--- config.mk ---
export PLATFORM = sky130hd
export DESIGN_NAME = fifo_uart_tx
export DESIGN_NICKNAME = d
export VERILOG_FILES = /design/src/rtl/fifo_uart_pkg.sv /design/src/rtl/uart_bit_timer.sv /design/src/rtl/fifo_uart_tx.sv
export SDC_FILE = /design/constraint.sdc
export NUM_CORES = 1
export LEC_CHECK = 0
export ABC_CLOCK_PERIOD_IN_PS = 2700
export CAP_MARGIN = 20
export CORE_UTILIZATION = 52
export CTS_CLUSTER_SIZE = 12
export DETAILED_ROUTE_END_ITERATION = 8
export PLACE_DENSITY = 0.87
export SYNTH_ARGS = -nofsm -noshare
export SYNTH_HDL_FRONTEND = slang
export SYNTH_HIERARCHICAL = 1
export SYNTH_SLANG_ARGS = --single-unit
--- constraint.sdc ---
create_clock -name clk -period 2.7 [get_ports clk]
set_input_delay 0.27 -clock clk [delete_from_list [all_inputs] [get_ports clk]]
set_output_delay 0.27 -clock clk [all_outputs]
set_load 0.02 [all_outputs]
--- src/rtl/fifo_uart_pkg.sv ---
// fifo_uart_pkg: shared FSM state type and byte geometry for the FIFO-draining UART transmitter
package fifo_uart_pkg;
  localparam int BYTE_BITS = 8;
  localparam int BYTES_PER_WORD = 2;
  typedef enum logic [2:0] {IDLE, POP, LOAD, START, DATA, STOP} state_t;
endpackage

--- src/rtl/uart_bit_timer.sv ---
// uart_bit_timer: per-bit down-counter; load reloads CLKS_PER_BIT-1, tick is high while the count sits at 0
//   clk, rst (async active-low), load -> tick
module uart_bit_timer #(
  parameter int CLKS_PER_BIT = 16
) (
  input  logic clk,
  input  logic rst,
  input  logic load,
  output logic tick
);
  localparam int TW = $clog2(CLKS_PER_BIT);
  logic [TW-1:0] cnt_q, cnt_d;
  always_comb cnt_d = load ? TW'(CLKS_PER_BIT - 1) : (cnt_q != '0) ? cnt_q - 1'b1 : cnt_q;
  always_ff @(posedge clk or negedge rst)
    if (!rst) cnt_q <= '0;
    else cnt_q <= cnt_d;
  assign tick = (cnt_q == '0);
endmodule

--- src/rtl/fifo_uart_tx.sv ---
// fifo_uart_tx: pops 16-bit FIFO words and sends each as two 8N1 frames, low byte first
//   clk, rst (async active-low), fifo_empty, fifo_data -> fifo_rd_en, tx, busy, word_cnt
module fifo_uart_tx
  import fifo_uart_pkg::*;
#(
  parameter int DATA_WIDTH   = 16,
  parameter int CLKS_PER_BIT = 16,
  parameter int CNT_WIDTH    = 16
) (
  input  logic                  clk,
  input  logic                  rst,
  input  logic                  fifo_empty,
  input  logic [DATA_WIDTH-1:0] fifo_data,
  output logic                  fifo_rd_en,
  output logic                  tx,
  output logic                  busy,
  output logic [CNT_WIDTH-1:0]  word_cnt
);
  state_t state_q, state_d;
  logic [DATA_WIDTH-1:0] hold_q, hold_d;
  logic [2:0] idx_q, idx_d;
  logic byte_sel_q, byte_sel_d;
  logic [CNT_WIDTH-1:0] cnt_q, cnt_d;
  logic busy_q, busy_d;
  logic rd_en_q, rd_en_d;
  logic load, tick;
  logic [BYTE_BITS-1:0] cur_byte;

  uart_bit_timer #(.CLKS_PER_BIT(CLKS_PER_BIT)) u_timer (
    .clk (clk),
    .rst (rst),
    .load(load),
    .tick(tick)
  );

  always_comb begin
    state_d    = state_q;
    hold_d     = hold_q;
    idx_d      = idx_q;
    byte_sel_d = byte_sel_q;
    cnt_d      = cnt_q;
    busy_d     = busy_q;
    rd_en_d    = 1'b0;
    load       = 1'b0;
    case (state_q)
      // rd_en and busy are registered, so both are set on the edge entering POP
      IDLE: if (!fifo_empty) begin
        state_d = POP;
        rd_en_d = 1'b1;
        busy_d  = 1'b1;
      end
      POP: state_d = LOAD;
      // arming the timer here makes the start bit last exactly CLKS_PER_BIT cycles
      LOAD: begin
        hold_d     = fifo_data;
        byte_sel_d = 1'b0;
        load       = 1'b1;
        state_d    = START;
      end
      START: if (tick) begin
        load    = 1'b1;
        idx_d   = '0;
        state_d = DATA;
      end
      DATA: if (tick) begin
        load    = 1'b1;
        idx_d   = idx_q + 1'b1;
        state_d = (idx_q == 3'(BYTE_BITS - 1)) ? STOP : DATA;
      end
      STOP: if (tick) begin
        load = 1'b1;
        if (byte_sel_q == 1'(BYTES_PER_WORD - 1)) begin
          cnt_d   = cnt_q + 1'b1;
          busy_d  = 1'b0;
          state_d = IDLE;
        end else begin
          byte_sel_d = 1'b1;
          state_d    = START;
        end
      end
      default: state_d = IDLE;
    endcase
  end

  always_ff @(posedge clk or negedge rst)
    if (!rst) begin
      state_q    <= IDLE;
      hold_q     <= '0;
      idx_q      <= '0;
      byte_sel_q <= 1'b0;
      cnt_q      <= '0;
      busy_q     <= 1'b0;
      rd_en_q    <= 1'b0;
    end else begin
      state_q    <= state_d;
      hold_q     <= hold_d;
      idx_q      <= idx_d;
      byte_sel_q <= byte_sel_d;
      cnt_q      <= cnt_d;
      busy_q     <= busy_d;
      rd_en_q    <= rd_en_d;
    end

  // tx decodes straight from the state register so an async reset drives the line high at once
  assign cur_byte   = byte_sel_q ? hold_q[2*BYTE_BITS-1:BYTE_BITS] : hold_q[BYTE_BITS-1:0];
  assign tx         = (state_q == START) ? 1'b0 : (state_q == DATA) ? cur_byte[idx_q] : 1'b1;
  assign fifo_rd_en = rd_en_q;
  assign busy       = busy_q;
  assign word_cnt   = cnt_q;
endmodule

==> summary.txt <==
STA
  • Final hold vios: 0
  • Tmin final: ~2600 ps
  • Final WS setup: about 140 ps
  • Fin crit share: 0.950
  • Final Skew: 6.06 ps
  • Slew of the pin with the lowest slew margin: a little over 700 ps
  • Endpoints failing setup: 0
  • Max-slew violations: 0
  • Worst slew margin: 0.516
  • Fmax: roughly 390 MHz
  • RSZ-0062 raised after global routing: false
  • Setup_tns: 0 ps

Place
  • Placed wire-length estimate: ~2900 um
  • RD Place Congestion: 0.903
  • Placed inst area: 0.00255 sq mm
  • Port Buffer Count: 37
  • Placed Cells: between 200 and 300
  • Dpl ws: around 370 ps

Worst setup path
  • CP Class: reg -> out
  • CP max stage delay: approximately 560 ps
  • Setup crit end kind: output pin
  • Slowest-stage cell, CP: clkdlybuf4s50_1
  • Worst Path Required: between 2000 and 2500 ps
  • Setup crit start kind: flop
  • Critical R2R Capture: word_cnt[15]
  • Critical Path Source: idx_q[0]
  • Critical Path End: tx
  • Cell Chain, Critical Path: mux4_2 -> mux2_2 -> nand2_1 -> a31oi_1 -> clkdlybuf4s50_1
  • Data arrival, critical path: 2290 ps
  • CP max FO: 8
  • R2R setup slack: ~650 ps
  • Reg2Reg Depth: 7
  • Worst flop-to-flop path startpoint: u_timer/cnt_q[0]

Yosys
  • Share of the synthesized area in the top cell type: 0.521
  • Synth Area in Simple Gates: 0.160
  • Synth async-reset ratio: 1.00
  • Synthesized net count: 204
  • Netlist Area Pre-Place: around 0.0022 sq mm
  • Yosys reg bits: between 40 and 50
  • Post-synthesis xor/xnor area fraction: 0.0608
  • Post-synthesis instance total: ~180
  • Synth cell count leaders: dfrtp_1, mux2_2, nand2_1
  • Yosys warning count: 6
  • Synth cell types: 39
  • Post-synth EDFFs: 0
  • Adder-cell share of the synthesized area: 0.0232
  • Ranking of synthesized cells by area: dfrtp_1, mux2_2, xnor2_1
  • Most used DFF post-synth: dfrtp_1
  • Post-synthesis compound-gate area fraction: 0.0492
  • Top-count cell post-synth: dfrtp_1
  • Largest family of logic cells by synthesized area: simple AND/OR/NAND/NOR gates
  • Mux cell area share after synthesis: 0.153
  • Post-Syn Area per Cell: between 10 and 15 sq um
  • Seq/Total Area, Yosys: 0.521
  • Post-synth top area cell: dfrtp_1

Finish
  • Ant. Diodes: 0
  • Area grow syn2layout: 23.5%
  • Fin cells: between 200 and 300
  • Layout Nets: about 240
  • Fraction of layout cells with a size suffix above 1: 0.176
  • Post-route cell area: between 0.002 and 0.003 sq mm
  • Utilization after layout: 0.667

Global route
  • Total track usage: 0.223
  • Global-route wire length before repair: 7160 um
  • Overflow after GRT: 0
  • Vias in the first global route: between 1,500 and 2,000
  • Initial antenna violation count: 0
  • Largest net degree at the start of global routing: 46

Route
  • Drt wl/cell: 15.6 um
  • Initial detailed-routing violation count: 91
  • Final WL: between 4000 and 5000 um
  • Drt drc: 0
  • Via count of the routed design: roughly 1,500
  • Vias/cell: between 5 and 6
  • TritonRoute pass-1 iters: 4
  • Final ANT Viol Nets: 0

Pwr
  • Leakage power: between 1 and 1.5 nW
  • Max VDD drop: between 0.3 and 0.4 mV
  • Cell Pwr Density: approximately 440 mW/mm^2

Clocking
  • H-Tree Depth: 2
  • Cts bufs inserted: 5
  • Post CTS Setup Buffer Count: 0
  • CTS tree: done
  • Clk sinks: 45
  • Clock Latency Late Sink: ~300 ps
  • Buffer depth of the longest clock path: 2
  • Root Buffer Master: clkbuf_8
  • Clock Pin Slew Worst Setup and Hold Paths: ~90 ps

Floorplanning
  • Initial Utilization: 0.540
  • Die height: about 66 um
  • Die W: 66.4 um
  • Core Footprint: around 0.004 sq mm
  • Rows: 23
  • Die ar.: 0.00441 sq mm
  • I/O pin count: 38

Hold path
  • Hold crit path type: in -> async

Flow run
  • Max-cap viol count: 0

Run status
  • Status: complete, no violations
## routing by layer
| layer | vias to the layer above | wire [um] | global-route usage |
|---|---|---|---|
| li1 | 718 | - | - |
| met1 | 778 | 1820 | 0.283 |
| met2 | 38 | 2170 | 0.360 |
| met3 | 5 | 176 | 0.0690 |
| met4 | 0 | 59 | 0.0718 |
| met5 | - | 0 | 0 |
## final cells by class
cell class | instances | area, sq um
Clock inverter | 3 | 17.5
Timing Repair Buffer | 40 | 403
Fill cell | 314 | 1330
Tap cell | 50 | 62.6
Multi-Input combinational cell | 123 | 965
Inverter | 6 | 22.5
Clock buffer | 5 | 68.8
Sequential cell | 45 | 1130
## cell families after synthesis
family / count (synthesis)
muxes: 27
buffers and inverters: 13
and+or+nand+nor: 60
AOI/OAI and AO/OA: 17
xor gates and xnor gates: 15
DFF: 45
adders and majority gates: 4
## timing repair
action | CTS | global route
hold endpoints to repair | 0 | 14
hold buffers | 0 | 1
setup endpoints to repair | 0 | 1
resized for setup | 0 | 1
## sequential cells by signal (all words and copies together) (netlist names)
signal         count
busy               1
byte_sel_q         1
fifo_rd_en         1
hold_q            16
idx_q              3
state_q            3
u_timer/cnt_q      4
word_cnt          16
## cell usage in the layout, fill, tap and decap left out, types with 2 or more instances in the layout
| cell type | netlist | final |
|---|---|---|
| mux2_2 | 17 | 17 |
| ha_1 | 4 | 4 |
| o21ai_0 | 4 | 4 |
| nand4_1 | 5 | 5 |
| a211o_1 | 2 | 2 |
| nor3_1 | 4 | 4 |
| inv_1 | 6 | 6 |
| nor4_1 | 3 | 3 |
| nand2_1 | 14 | 14 |
| nor2b_1 | 2 | 2 |
| clkinv_2 | 0 | 2 |
| xnor2_1 | 12 | 12 |
| o22ai_1 | 4 | 4 |
| clkdlybuf4s50_1 | 0 | 36 |
| a21oi_1 | 4 | 4 |
| xor2_1 | 3 | 3 |
| nor2_1 | 13 | 13 |
| mux2i_1 | 6 | 6 |
| mux4_2 | 3 | 3 |
| clkbuf_8 | 0 | 5 |
| dfrtp_1 | 45 | 44 |
| nand3_1 | 7 | 7 |
## worst max-delay path, delay by kind of cell (launching register included)
family                 cells  cell delay, ps
and+or+nand+nor            1              60
AOI/OAI and AO/OA          1             100
muxes                      2             790
buffers and inverters      1             560
DFF                        1             480
## metrics by stage
stage               total power [W]  hold slack [ps]
floorplan                  0.000724            -25.6
global placement           0.000769              465
detailed placement         0.000772              479
CTS                         0.00118              148
global route                0.00122              418
finish                      0.00118              407
## report_power, final
| part | total, W | switching (W) | internal [W] |
|---|---|---|---|
| clock network | 0.000415 | 0.000236 | 0.000179 |
| logic | 0.0000681 | 0.0000254 | 0.0000427 |
| registers | 0.000693 | 0.00000727 | 0.000686 |
## worst min-delay path by stage
stage                       from            to  slack (ps)
CTS                          rst   word_cnt[4]         150
detailed placement           rst   word_cnt[4]         480
global route                 rst   word_cnt[2]         420
floorplan                    rst          busy         -30
finish                       rst   word_cnt[4]         410
global placement    word_cnt[15]  word_cnt[15]         460
(Power assumes the default switching activity.)
